===== src/rtl/mem_pkg.sv =====
// Shared encodings, FSM state and data-memory command payload for the MA-stage
// memory access unit.
package mem_pkg;

  localparam int unsigned MEM_NBITS  = 32;
  localparam int unsigned MEM_NLANES = 4;
  localparam int unsigned MEM_AW     = MEM_NBITS - 2;

  localparam logic [1:0] MEM_SZ_BYTE = 2'b00;
  localparam logic [1:0] MEM_SZ_HALF = 2'b01;
  localparam logic [1:0] MEM_SZ_WORD = 2'b10;

  localparam logic MEM_LOAD  = 1'b0;
  localparam logic MEM_STORE = 1'b1;

  typedef enum logic [1:0] {
    IDLE   = 2'd0,
    ACCESS = 2'd1,
    DONE   = 2'd2
  } mem_state_e;

  typedef struct packed {
    logic                  we;
    logic [MEM_AW-1:0]     addr;
    logic [MEM_NLANES-1:0] be;
    logic [MEM_NBITS-1:0]  wdata;
  } dm_cmd_t;

endpackage


===== src/rtl/mem_lane_align.sv =====
// Byte-lane steering: store enables/replication, load shift and extension,
// and the alignment check for a given size and low address bits.
module mem_lane_align
  import mem_pkg::*;
(
  input  logic [1:0]            i_size,
  input  logic [1:0]            i_addr_lo,
  input  logic                  i_unsign,
  input  logic [MEM_NBITS-1:0]  i_st_data,
  input  logic [MEM_NBITS-1:0]  i_rdata,
  output logic [MEM_NLANES-1:0] o_be_c,
  output logic [MEM_NBITS-1:0]  o_wdata_c,
  output logic [MEM_NBITS-1:0]  o_ld_data_c,
  output logic                  o_aligned_c
);

  logic [MEM_NBITS-1:0] shifted;

  assign shifted = i_rdata >> {i_addr_lo, 3'b000};

  always_comb begin
    o_be_c      = '0;
    o_wdata_c   = '0;
    o_ld_data_c = shifted;
    o_aligned_c = 1'b0;
    case (i_size)
      MEM_SZ_BYTE: begin
        o_be_c      = MEM_NLANES'(1) << i_addr_lo;
        o_wdata_c   = {4{i_st_data[7:0]}};
        o_ld_data_c = {{(MEM_NBITS-8){~i_unsign & shifted[7]}}, shifted[7:0]};
        o_aligned_c = 1'b1;
      end
      MEM_SZ_HALF: begin
        o_be_c      = i_addr_lo[1] ? 4'b1100 : 4'b0011;
        o_wdata_c   = {2{i_st_data[15:0]}};
        o_ld_data_c = {{(MEM_NBITS-16){~i_unsign & shifted[15]}}, shifted[15:0]};
        o_aligned_c = ~i_addr_lo[0];
      end
      // word and the reserved 2'b11 encoding
      default: begin
        o_be_c      = 4'b1111;
        o_wdata_c   = i_st_data;
        o_ld_data_c = shifted;
        o_aligned_c = (i_addr_lo == 2'b00);
      end
    endcase
  end

endmodule


===== src/rtl/mem_access_unit.sv =====
// MA-stage data-memory controller: turns the EX/MA load/store request into a
// req/ack word-addressed transaction and stalls the pipeline until it ends.
module mem_access_unit
  import mem_pkg::*;
#(
  parameter int unsigned NBITS       = 32,
  parameter int unsigned TIMEOUT_CYC = 16
) (
  input  logic             i_clk,
  input  logic             i_rst_n,
  input  logic             i_flg_mem_op,
  input  logic             i_flg_mem_type,
  input  logic [1:0]       i_flg_mem_size,
  input  logic             i_flg_unsign,
  input  logic [NBITS-1:0] i_eff_addr,
  input  logic [NBITS-1:0] i_store_data,
  output logic             o_stall,
  output logic [NBITS-1:0] o_load_data,
  output logic             o_done,
  output logic             o_misalign,
  output logic             o_bus_err,
  output logic             o_dm_req,
  output logic             o_dm_we,
  output logic [NBITS-3:0] o_dm_addr,
  output logic [3:0]       o_dm_be,
  output logic [NBITS-1:0] o_dm_wdata,
  input  logic             i_dm_ack,
  input  logic [NBITS-1:0] i_dm_rdata
);

  localparam int unsigned CNT_W = $clog2(TIMEOUT_CYC) + 1;

  mem_state_e         state_q, state_d;
  logic [1:0]         size_q, size_d;
  logic [1:0]         addr_lo_q, addr_lo_d;
  logic               unsign_q, unsign_d;
  logic [CNT_W-1:0]   cnt_q, cnt_d;
  dm_cmd_t            dm_q, dm_d;
  logic               req_q, req_d;
  logic               done_q, done_d;
  logic               err_q, err_d;
  logic [NBITS-1:0]   load_q, load_d;

  logic               is_idle;
  logic [1:0]         la_size;
  logic [1:0]         la_addr_lo;
  logic               la_unsign;
  logic [3:0]         be_c;
  logic [NBITS-1:0]   wdata_c;
  logic [NBITS-1:0]   ld_data_c;
  logic               aligned_c;
  logic               start_c;
  logic               misalign_c;

  // In IDLE the aligner looks at the incoming request, afterwards at the captured one.
  assign is_idle    = (state_q == IDLE);
  assign la_size    = is_idle ? i_flg_mem_size  : size_q;
  assign la_addr_lo = is_idle ? i_eff_addr[1:0] : addr_lo_q;
  assign la_unsign  = is_idle ? i_flg_unsign    : unsign_q;

  mem_lane_align u_lane_align (
    .i_size      (la_size),
    .i_addr_lo   (la_addr_lo),
    .i_unsign    (la_unsign),
    .i_st_data   (i_store_data),
    .i_rdata     (i_dm_rdata),
    .o_be_c      (be_c),
    .o_wdata_c   (wdata_c),
    .o_ld_data_c (ld_data_c),
    .o_aligned_c (aligned_c)
  );

  // Gated by reset so the combinational outputs are also quiet while reset is held.
  assign start_c    = i_rst_n & is_idle & i_flg_mem_op & aligned_c;
  assign misalign_c = i_rst_n & is_idle & i_flg_mem_op & ~aligned_c;

  always_comb begin
    state_d   = state_q;
    size_d    = size_q;
    addr_lo_d = addr_lo_q;
    unsign_d  = unsign_q;
    cnt_d     = cnt_q;
    dm_d      = dm_q;
    req_d     = req_q;
    done_d    = 1'b0;
    err_d     = 1'b0;
    load_d    = load_q;
    case (state_q)
      IDLE: begin
        if (start_c) begin
          size_d     = i_flg_mem_size;
          addr_lo_d  = i_eff_addr[1:0];
          unsign_d   = i_flg_unsign;
          cnt_d      = '0;
          dm_d.we    = (i_flg_mem_type == MEM_STORE);
          dm_d.addr  = i_eff_addr[NBITS-1:2];
          dm_d.be    = be_c;
          dm_d.wdata = wdata_c;
          req_d      = 1'b1;
          state_d    = ACCESS;
        end
      end
      ACCESS: begin
        if (i_dm_ack) begin
          if (dm_q.we == MEM_LOAD) begin
            load_d = ld_data_c;
          end
          dm_d    = '0;
          req_d   = 1'b0;
          done_d  = 1'b1;
          state_d = DONE;
        end else if (cnt_q == CNT_W'(TIMEOUT_CYC - 1)) begin
          dm_d    = '0;
          req_d   = 1'b0;
          err_d   = 1'b1;
          state_d = IDLE;
        end else begin
          cnt_d = cnt_q + CNT_W'(1);
        end
      end
      DONE: begin
        state_d = IDLE;
      end
      default: begin
        state_d = IDLE;
      end
    endcase
  end

  always_ff @(posedge i_clk or negedge i_rst_n) begin
    if (!i_rst_n) begin
      state_q   <= IDLE;
      size_q    <= '0;
      addr_lo_q <= '0;
      unsign_q  <= 1'b0;
      cnt_q     <= '0;
      dm_q      <= '0;
      req_q     <= 1'b0;
      done_q    <= 1'b0;
      err_q     <= 1'b0;
      load_q    <= '0;
    end else begin
      state_q   <= state_d;
      size_q    <= size_d;
      addr_lo_q <= addr_lo_d;
      unsign_q  <= unsign_d;
      cnt_q     <= cnt_d;
      dm_q      <= dm_d;
      req_q     <= req_d;
      done_q    <= done_d;
      err_q     <= err_d;
      load_q    <= load_d;
    end
  end

  assign o_stall     = start_c | (state_q == ACCESS);
  assign o_misalign  = misalign_c;
  assign o_done      = done_q;
  assign o_bus_err   = err_q;
  assign o_load_data = load_q;
  assign o_dm_req    = req_q;
  assign o_dm_we     = dm_q.we;
  assign o_dm_addr   = dm_q.addr;
  assign o_dm_be     = dm_q.be;
  assign o_dm_wdata  = dm_q.wdata;

endmodule


===== config.mk =====
export PLATFORM = sky130hd
export DESIGN_NAME = mem_access_unit
export DESIGN_NICKNAME = d
export VERILOG_FILES = /design/src/rtl/mem_pkg.sv /design/src/rtl/mem_lane_align.sv /design/src/rtl/mem_access_unit.sv
export SDC_FILE = /design/constraint.sdc
export NUM_CORES = 1
export LEC_CHECK = 0
export BUFFER_PORTS_ARGS = -buffer_cell sky130_fd_sc_hd__buf_4
export CORE_ASPECT_RATIO = 0.9
export CORE_MARGIN = 8
export CORE_UTILIZATION = 40
export CTS_CLUSTER_DIAMETER = 120
export DETAILED_ROUTE_END_ITERATION = 10
export GPL_TIMING_DRIVEN = 0
export HOLD_SLACK_MARGIN = 0.12
export PLACE_DENSITY = 0.77
export SLEW_MARGIN = 20
export SYNTH_ARGS = -nofsm -noshare
export SYNTH_HDL_FRONTEND = slang
export SYNTH_SLANG_ARGS = --single-unit
export TNS_END_PERCENT = 50

===== constraint.sdc =====
create_clock -name i_clk -period 5.15 [get_ports i_clk]
set_clock_uncertainty 0.15 [all_clocks]
set_input_delay 0 -clock i_clk [delete_from_list [all_inputs] [get_ports i_clk]]
set_output_delay 0 -clock i_clk [all_outputs]
set_load 0.005 [all_outputs]

* Yosys cells after proc, flatten, opt, wreduce, memory -nomap -nowiden *
Index checks and enable logic that the tools add are counted.

word-level totals
  bits in registers = 114
  bits of input ports = 104
  output and inout port bits = 104
  logic and storage cells = 72

cells by class
  $add $sub $neg = 1
  equality and inequality tests = 7
  shifts and indexed selects = 2
  muxes and demuxes = 29
  bitwise operators = 11
  reduce and logical (&&, ||, !) cells = 9

operators with widths
  cell                                              count
  two-way mux 67 bit                                3
  one-hot mux 67 bit (2 select lines)               1
  one-hot mux 32 bit (2 select lines)               2
  right shift 32 x 5 -> 32 bit                      1
  two-way mux 5 bit                                 3
  two-way mux 2 bit                                 5
  one-hot mux 5 bit (2 select lines)                1
  two-way mux 1 bit                                 9
  one-hot mux 4 bit (2 select lines)                1
  AND 1 bit                                         6
  zero test 2 bit                                   3
  AND reduction 3 bit                               2
  adder 5 x 1 -> 5 bit (second input constant)      1
  == test 5 x 4 -> 1 bit (second input constant)    1
  == test 2 x 1 -> 1 bit (second input constant)    2
  two-way mux 4 bit                                 1
  inequality test 2 bit (second input constant)     2
  NOT 1 bit                                         4
  one-hot mux 1 bit (2 select lines)                2
  one-hot mux 2 bit (2 select lines)                1
  AND reduction 2 bit                               2
  AND reduction 4 bit                               1
  left shift 1 x 2 -> 4 bit (first input constant)  1
  inequality test 3 bit (second input constant)     1
  other kinds (3)                                   3

* Depth between registers and ports, before layout *
Gate-level depths: netlist (run 1).

  depth after elaboration = 7
  mapped depth = 10
  gate-level depth less buffers = 7

* By module *
Synthesis (run 1) repeated with hierarchy kept, for this count alone.

unflattened totals
  cells, all modules = 453
  area total of the unflattened synthesis = 5585.4 um^2

modules (own cells, without submodules)
  module           times used  cells an instance  area an instance (um^2)  seq. area each (um^2)
  mem_access_unit  1           277                4276.6                   2852.7
  mem_lane_align   1           176                1308.8                   0.0

* Worst setup path after synthesis (run 1) *
No wires, ideal clock.

  kind = reg2reg
  start = register state_q[0]
  end = register load_q[23], in the netlist o_load_data[23]
  library setup time = 80 ps
  arrival = 2210 ps
  required time = 4920 ps
  path slack = 2710 ps
  stages on the path, launching flop included = 10
  buffers on the path = 3
  clock period less this slack = 2440 ps
  cell sequence = dfrtp_1 -> buf_6 -> or3b_4 -> and2_4 -> buf_6 -> or4b_4 -> o31ai_2 -> o2111ai_4 -> buf_6 -> o211ai_2

on the way
  cells in the longest elaborated chain, start to end = 5
  elaborated cells on any way between the ends = 13
  classes of those cells = eq/ne (2); shift (1); mux (4); bitwise (3); reduce/logical (3)

ends and longest elaborated chain
  item                                                              line                                                              RTL
  from (decl)                                                       mem_access_unit.sv:33                                             mem_state_e state_q, state_d;
  from (signal assigned)                                            mem_access_unit.sv:143                                            state_q <= state_d;
  zero test 2 bit                                                   mem_access_unit.sv:56                                             assign is_idle = (state_q == IDLE);
  two-way mux 2 bit / two-way mux 1 bit (equally long branches)     mem_access_unit.sv:58, mem_access_unit.sv:59
  right shift 32 x 5 -> 32 bit / NOT 1 bit (equally long branches)  mem_lane_align.sv:19, mem_lane_align.sv:30, mem_lane_align.sv:36
  AND 1 bit (on tied branches)                                      mem_lane_align.sv:36, mem_lane_align.sv:30
  one-hot mux 32 bit (2 select lines)                               mem_lane_align.sv:26                                              case (i_size)
  to (signal assigned)                                              mem_access_unit.sv:152                                            load_q <= load_d;
  to (decl)                                                         mem_access_unit.sv:42                                             logic [NBITS-1:0] load_q, load_d;

Parallel ways exist; a longest one is shown, timed or not.
A chain may end at the register's enable or synchronous reset.

* Final worst setup path (run 1) *
  start = register state_q[1]
  end = register dm_q (netlist bit o_dm_wdata[24])

on the way
  cells in the longest elaborated chain, start to end = 7
  elaborated cells on any way between the ends = 19
  classes of those cells = eq/ne (4); mux (6); bitwise (4); reduce/logical (5)

ends and longest elaborated chain
  item                                                  line                                          RTL
  zero test 2 bit                                       mem_access_unit.sv:56, mem_access_unit.sv:88
  two-way mux 2 bit (on tied branches)                  mem_access_unit.sv:57, mem_access_unit.sv:58
  == test 2 x 1 -> 1 bit, or another cell as far along  mem_lane_align.sv:26
  one-hot mux 1 bit (2 select lines)                    mem_lane_align.sv:26
  AND 1 bit                                             mem_access_unit.sv:74                         assign start_c = i_rst_n & is_idle & i_flg_mem_op & aligned_c;
  inequality test 2 x 1 -> 1 bit (no line)              -
  AND reduction 3 bit (no line)                         -
  to (signal assigned)                                  mem_access_unit.sv:148                        dm_q <= dm_d;
  to (decl)                                             mem_access_unit.sv:38                         dm_cmd_t dm_q, dm_d;

Parallel ways exist; a longest one is shown, timed or not. The select of a mux whose other input is x is not followed.

==> results of run 1 <==
repair_timing:
item,in CTS,in global routing
hold endpoints to repair,225,0
hold buffers,113,0
resized for setup,0,0
stage by stage:
step / instance area (um^2) / setup slack [ns] / utilization (%) / power [W]
6_report: 8850 / 1.50 / 67.3 / 0.00470
5_1_grt: 8850 / 1.31 / 67.3 / 0.00496
4_1_cts: 8850 / 1.58 / 67.2 / 0.00469
3_5_place_dp: 7070 / 2.18 / 53.7 / 0.00327
3_3_place_gp: 7060 / 2.13 / 53.6 / 0.00320
2_1_floorplan: 5300 / 2.71 / - / 0.00234
logic make-up (layout without fill, tap and decap cells):
group,Yosys count,after routing,synth area share [%]
AOI/OAI and AO/OA,153,153,22.1
xor gates and xnor gates,2,2,0.331
adders and majority gates,2,2,0.472
buffers and inverters,42,394,3.66
DFF,114,114,53.9
muxes,19,19,3.59
other,0,1,0
and+or+nand+nor,185,185,16.0
routing by layer:
metal  wire [um]  vias to the layer above  GRT usage (%)  part of all wire (%)
met5           0                        -              0                     0
met4         809                        0           10.8                   3.8
met3        2200                       63           8.45                    10
met2       10000                      351           40.3                    48
met1        8020                     2731           28.1                    38
li1            -                     2554              -                     -
cell usage in the layout, fill, tap and decap left out, types with 3 or more instances in the layout:
cell and instances:
o211ai_1 8, o2bb2ai_1 24, a21o_1 12, buf_6 3
mux2i_1 19, nand3_2 8, nand2_1 108, o22ai_1 8
or3_1 3, a21oi_1 19, a31oi_1 9, clkinv_2 3
dlygate4sd3_1 113, dfrtp_1 114, nor2_1 24, inv_1 5
o21ai_0 15, bufinv_16 4, a22o_1 42, clkbuf_1 24
nand3_1 23, clkbuf_8 6, clkbuf_16 17, buf_2 8
nor3_1 4, buf_4 207
registers in the layout, summed over array words and instances, names as in the netlist:
signal       flops
o_dm_wdata      32
o_load_data     32
o_dm_addr       30
cnt_q            5
o_dm_be          4
addr_lo_q        2
size_q           2
state_q          2
o_bus_err        1
o_dm_req         1
o_dm_we          1
o_done           1
unsign_q         1
power breakdown:
group | total, W | leakage, nW | internal, W | switching [W]
Sequential | 0.00148 | 1.48 | 0.00124 | 0.000239
Clock | 0.00128 | 0.315 | 0.000872 | 0.000410
Combinational | 0.00194 | 2.62 | 0.000962 | 0.000981
cell type report:
type                       count  area (um^2)  share of cell area, %
sequential                   114         2850                   32.2
timing repair buffer         320         2690                   30.4
multi-input combinational    361         2250                   25.5
clock buffer                  23          498                   5.62
tap                          168          210                   2.37
buffer                        37          175                   1.98
clock inverter                 9          150                   1.70
inverter                       5         18.8                  0.212
antenna                        1         2.50                 0.0283
worst register-to-register path: cells and delay by family (launching register included):
family | cells | cell delay, ns
AOI/OAI and AO/OA | 2 | 0.29
and+or+nand+nor | 1 | 0.50
buffers and inverters | 4 | 1.79
DFF | 1 | 0.36
muxes | 1 | 0.49
worst min-delay path by stage:
stage / start / end / depth (start not counted)
floorplan: i_rst_n / addr_lo_q[0]$_DFFE_PN0P_ / 0
global route: i_dm_ack / o_bus_err$_DFF_PN0_ / 3
finish: i_rst_n / o_load_data[21]$_DFFE_PN0P_ / 2
global placement: i_dm_ack / o_bus_err$_DFF_PN0_ / 2
CTS: i_dm_ack / o_bus_err$_DFF_PN0_ / 3
detailed placement: i_dm_ack / o_bus_err$_DFF_PN0_ / 2
==> impl_metrics.py, run 1 <==
metrics = {
    "run_status": {
        "outcome": "finished clean",
    },
    "setup_path": {
        "crit_chain": "buf_2 > nor2_1 > mux2i_1 > clkbuf_1 > o22ai_1 > dlygate4sd3_1 > o2bb2ai_1 > dlygate4sd3_1",
        "critical_path_depth": 8,
        "critical_path.endpoint_type": "flop",
        "reg2reg_from": "state_q[1]$_DFFE_PN0P_",
        "crit_path_end": "o_dm_wdata[24]$_DFFE_PN0P_",
        "worst_path_dominant_cell_family": "buffers and inverters",
        "startpoint": "state_q[1]$_DFFE_PN0P_",
        "kind_of_critical_path": "flop to flop",
        "critical_path.slowest_cell": "dlygate4sd3_1",
        "cp.buffers_inverters": 4,
        "critical_path_required_ns": 5.34,
        "r2r_slack_ns": 1.50,
        "critical-path-max-stage-delay_ns": 0.59,
        "timing.critical_path.mode_cell": "dlygate4sd3_1",
        "reg2reg_to": "o_dm_wdata[24]$_DFFE_PN0P_",
        "reg2regPathDepth": 8,
        "timing.critical_path.arrival_ns": 3.84,
        "crit_path_start_kind": "flop",
        "worstPathMaxFanout": 10,
    },
    "yosys": {
        "ys_types": 49,
        "synthesis.area_per_instance_um2": 10.2,
        "synthesis.nets": 623,
        "synth_edf_count": 0,
        "synth_seq_area_share_pct": 53.9,
        "synth_async_sr_flop_share_pct": 100,
        "most_frequently_used_flop_master_after_synthesis": "dfrtp_1",
        "synth_warnings": 0,
        "syn-instance-count": 517,
        "netlist.area_leader.share_pct": 53.9,
        "netlist_top_cells_count": "dfrtp_1, nand2_1, a22o_1, nor2_1, o2bb2ai_1",
        "yosys-top-cells-area": "dfrtp_1, nand2_1, a22o_1",
        "synthMostInstantiatedCell": "dfrtp_1",
        "syn-cell-area_um2": 5300,
        "ys_seq_elements": 114,
        "netlist.top_cell.by_area": "dfrtp_1",
    },
    "global_route": {
        "largest_net_degree_at_the_start_of_global_routing": 116,
        "via_count_of_the_first_global_routing_pass": 6229,
        "grtUsageTotal_pct": 24.5,
        "wire_length_of_the_first_global_routing_pass_um": 32900,
        "globalRouteOverflowTotal": 0,
        "initial_antenna_violation_count": 1,
    },
    "timing": {
        "post-route-min-period_ns": 3.65,
        "timing.max_slew.rel_slack_pct": 37.0,
        "hold_violations": 0,
        "hold-worst-slack_ns": 0.145,
        "setup_total_negative_slack_ns": 0,
        "maxSlewViolCount": 0,
        "final.period_utilization_pct": 70.9,
        "finalSetupViolations": 0,
        "tightestPinTransition_ns": 0.943,
        "maxClockFrequency_mhz": 274,
        "rsz0062_at_grt": "no",
    },
    "pwr": {
        "power.density_cell_area_nw_per_um2": 531,
        "max-vdd-ir-drop_uv": 333,
        "leakagePower_nw": 4.42,
    },
    "route": {
        "wl_per_cell_um": 20.3,
        "total_detailed_routing_wirelength_um": 21100,
        "viasPerCell": 5.49,
        "drc_errors": 0,
        "final_antenna_violating_net_count": 0,
        "detailed_router_iteration_count_before_antenna_repair": 5,
        "initialDrtViolationCount": 457,
        "num_vias": 5699,
    },
    "flow_run": {
        "cap_violations": 0,
    },
    "cells_and_area": {
        "final_net_count": 962,
        "fillCellCount": 978,
        "synthToLayoutAreaGrowth_pct": 67.2,
        "drive_above_1_share_pct": 31.2,
        "final-instance-count-excl-fill": 1038,
    },
    "floorplanning": {
        "die_y_um": 125,
        "floorplan.initialDensity_pct": 40.2,
        "placeableCoreArea_um2": 13200,
        "die_w_um": 137,
        "io-pin-count": 208,
        "fp.dieArea_um2": 17200,
        "placement_rows": 40,
    },
    "clock_network": {
        "cts_max_path_buffers": 2,
        "clkSinkCount": 114,
        "tritoncts_clock_tree": "built",
        "clock_buffers_created_by_tritoncts": 17,
        "clk_latency_worst_skew_pair_ns": 0.40,
        "clock_edge_transition_at_the_registers_on_the_reported_setup_and_hold_paths_ns": 0.06,
        "post-cts-setup-buffer-count": 0,
        "htree_num_levels": 4,
        "clockRootBuffer": "clkbuf_16",
    },
    "placed_design": {
        "dpl.hpwl_um": 14500,
        "place_congestion": 0.916,
        "placed_cells": 892,
        "numPortBuffers": 207,
    },
    "worst_hold_path": {
        "min_path_type": "input pin to async pin",
    },
}
Power figures use the tool's default switching activity.
==> inputs of run 2 (changes only) <==
--- a/config.mk
+++ b/config.mk
@@ -13,7 +13,7 @@
 export DETAILED_ROUTE_END_ITERATION = 10
 export GPL_TIMING_DRIVEN = 0
 export HOLD_SLACK_MARGIN = 0.12
-export PLACE_DENSITY = 0.77
+export PLACE_DENSITY = 0.79
 export SLEW_MARGIN = 20
 export SYNTH_ARGS = -nofsm -noshare
 export SYNTH_HDL_FRONTEND = slang
==> constraint.sdc (replaced) <==
create_clock -name i_clk -period 3.2 [get_ports i_clk]
set_clock_uncertainty 0.15 [all_clocks]
set_input_delay 0 -clock i_clk [delete_from_list [all_inputs] [get_ports i_clk]]
set_output_delay 0 -clock i_clk [all_outputs]
set_load 0.005 [all_outputs]
==> impl_metrics.py, run 2 (synthesis gave the netlist of run 1 again) <==
metrics = {
    "timing": {
        "tightestPinTransition_ns": 0.955,
        "hold-worst-slack_ns": 0.101,
        "final.period_utilization_pct": 92.1,
        "finalSetupViolations": 0,
        "maxSlewViolCount": 0,
        "hold_violations": 0,
        "post-route-min-period_ns": 2.95,
        "rsz0062_at_grt": "no",
        "maxClockFrequency_mhz": 339,
        "timing.max_slew.rel_slack_pct": 36.3,
        "setup_total_negative_slack_ns": 0,
    },
    "worst_hold_path": {
        "min_path_type": "input pin to async pin",
    },
    "run_status": {
        "outcome": "finished clean",
    },
    "global_route": {
        "largest_net_degree_at_the_start_of_global_routing": 116,
        "globalRouteOverflowTotal": 0,
        "via_count_of_the_first_global_routing_pass": 6058,
        "wire_length_of_the_first_global_routing_pass_um": 33200,
        "grt_util_met2_pct": 40.4,
        "grtUsageTotal_pct": 24.7,
        "gr-max-usage-layer": "met2",
        "gr-usage-met3_pct": 8.45,
        "global_route.usage.met1_pct": 29.4,
        "initial_antenna_violation_count": 0,
    },
    "clock_network": {
        "clk_latency_worst_skew_pair_ns": 0.41,
        "tritoncts_clock_tree": "built",
        "clock_edge_transition_at_the_registers_on_the_reported_setup_and_hold_paths_ns": 0.05,
        "htree_num_levels": 4,
        "clockRootBuffer": "clkbuf_16",
        "cts_max_path_buffers": 2,
        "post-cts-setup-buffer-count": 0,
        "clkSinkCount": 114,
        "clock_buffers_created_by_tritoncts": 17,
    },
    "route": {
        "drc_errors": 0,
        "total_detailed_routing_wirelength_um": 21200,
        "detailed_router_iteration_count_before_antenna_repair": 5,
        "viasPerCell": 5.46,
        "num_vias": 5610,
        "final_antenna_violating_net_count": 0,
        "initialDrtViolationCount": 468,
        "wl_per_cell_um": 20.6,
    },
    "setup_path": {
        "critical_path_required_ns": 3.37,
        "reg2reg_to": "o_dm_wdata[19]$_DFFE_PN0P_",
        "r2r_slack_ns": 0.25,
        "crit_path_end": "o_dm_wdata[19]$_DFFE_PN0P_",
        "startpoint": "state_q[1]$_DFFE_PN0P_",
        "reg2reg_from": "state_q[1]$_DFFE_PN0P_",
        "critical_path.endpoint_type": "flop",
        "timing.critical_path.arrival_ns": 3.12,
        "reg2regPathDepth": 10,
        "kind_of_critical_path": "flop to flop",
        "worstPathMaxFanout": 10,
        "crit_path_start_kind": "flop",
    },
    "pwr": {
        "power.density_cell_area_nw_per_um2": 830,
        "leakagePower_nw": 4.35,
        "finalPower_w": 0.00721,
        "max-vdd-ir-drop_uv": 433,
    },
    "flow_run": {
        "cap_violations": 0,
    },
    "floorplanning": {
        "placeableCoreArea_um2": 13200,
        "io-pin-count": 208,
        "floorplan.initialDensity_pct": 40.2,
        "placement_rows": 40,
        "die_w_um": 137,
        "fp.dieArea_um2": 17200,
        "die_y_um": 125,
    },
    "cells_and_area": {
        "drive_above_1_share_pct": 31.3,
        "layout_common_cells": "buf_4, dfrtp_1, nand2_1, dlygate4sd3_1, a22o_1",
        "antenna_cells": 0,
        "postLayoutCoreUtil_pct": 66.0,
        "commonest_non_fill_non_tap_cell_in_the_layout": "buf_4",
        "final_net_count": 955,
        "synthToLayoutAreaGrowth_pct": 64.0,
    },
    "placed_design": {
        "place_congestion": 0.911,
        "numPortBuffers": 207,
        "dpl.hpwl_um": 14300,
    },
}
run 2: cell count changes in the layout (fill, tap and decap cells not counted):
cell	delta
dlygate4sd3_1	-7
bufinv_16	-3
clkbuf_1	+2
clkinv_2	+2
clkinvlp_4	-2
a21boi_1	-1
a21boi_2	+1
clkbuf_8	-1
diode_2	-1
nor2_1	-1
nor2_2	+1
run 2: power by group:
group | internal [W] | switching [W] | leakage (nW) | total [W]
combinational | 0.00149 | 0.00157 | 2.59 | 0.00306
clock | 0.00113 | 0.000631 | 0.275 | 0.00176
sequential | 0.00199 | 0.000390 | 1.48 | 0.00238
total | 0.00462 | 0.00259 | 4.35 | 0.00721
run 2: layout make-up:
cell class / instances / area (um^2)
multi-input combinational: 361 / 2260
clock buffer: 24 / 492
tap: 168 / 210
buffer: 37 / 175
clock inverter: 6 / 55.1
fill: 1008 / 4480
timing repair buffer: 313 / 2620
sequential: 114 / 2850
inverter: 5 / 18.8
run 2: worst min-delay path by stage:
stage / to / slack (ns)
floorplan: addr_lo_q[0]$_DFFE_PN0P_ / -0.45
global placement: o_bus_err$_DFF_PN0_ / 0.04
detailed placement: o_bus_err$_DFF_PN0_ / 0.05
CTS: o_bus_err$_DFF_PN0_ / 0.17
global route: o_bus_err$_DFF_PN0_ / 0.19
finish: o_load_data[18]$_DFFE_PN0P_ / 0.10
run 2: repair_timing:
action	CTS	global route
hold buffers	106	0
gates resized for setup	0	2
endpoints found under the hold margin	226	0
setup endpoints to repair	0	4
run 2: per-layer routing:
metal  vias to the layer above  part of all wire [%]
li1                       2527                     -
met1                      2723                    39
met2                       314                    48
met3                        46                    10
met4                         0                   2.7
met5                         -                     0
run 2: critical path: stages (launching register included):
cell and delay [ns]:
dfrtp_1 0.35, buf_2 0.17, or2_2 0.28, clkbuf_1 0.19, o2111ai_1 0.41, a21o_1 0.30, nand2_1 0.12, nand2_1 0.23
buf_4 0.23, buf_2 0.26, o2bb2ai_1 0.17
run 2: through the flow:
step / setup WS (ns) / instances / area [um^2]
after floorplan: 0.760 / 517 / 5300
after global placement: 0.159 / 892 / 7060
after detailed placement: 0.251 / 892 / 7060
after CTS: 0.0315 / 1028 / 8670
after global routing: 0.0425 / 1028 / 8690
final: 0.252 / 1028 / 8690
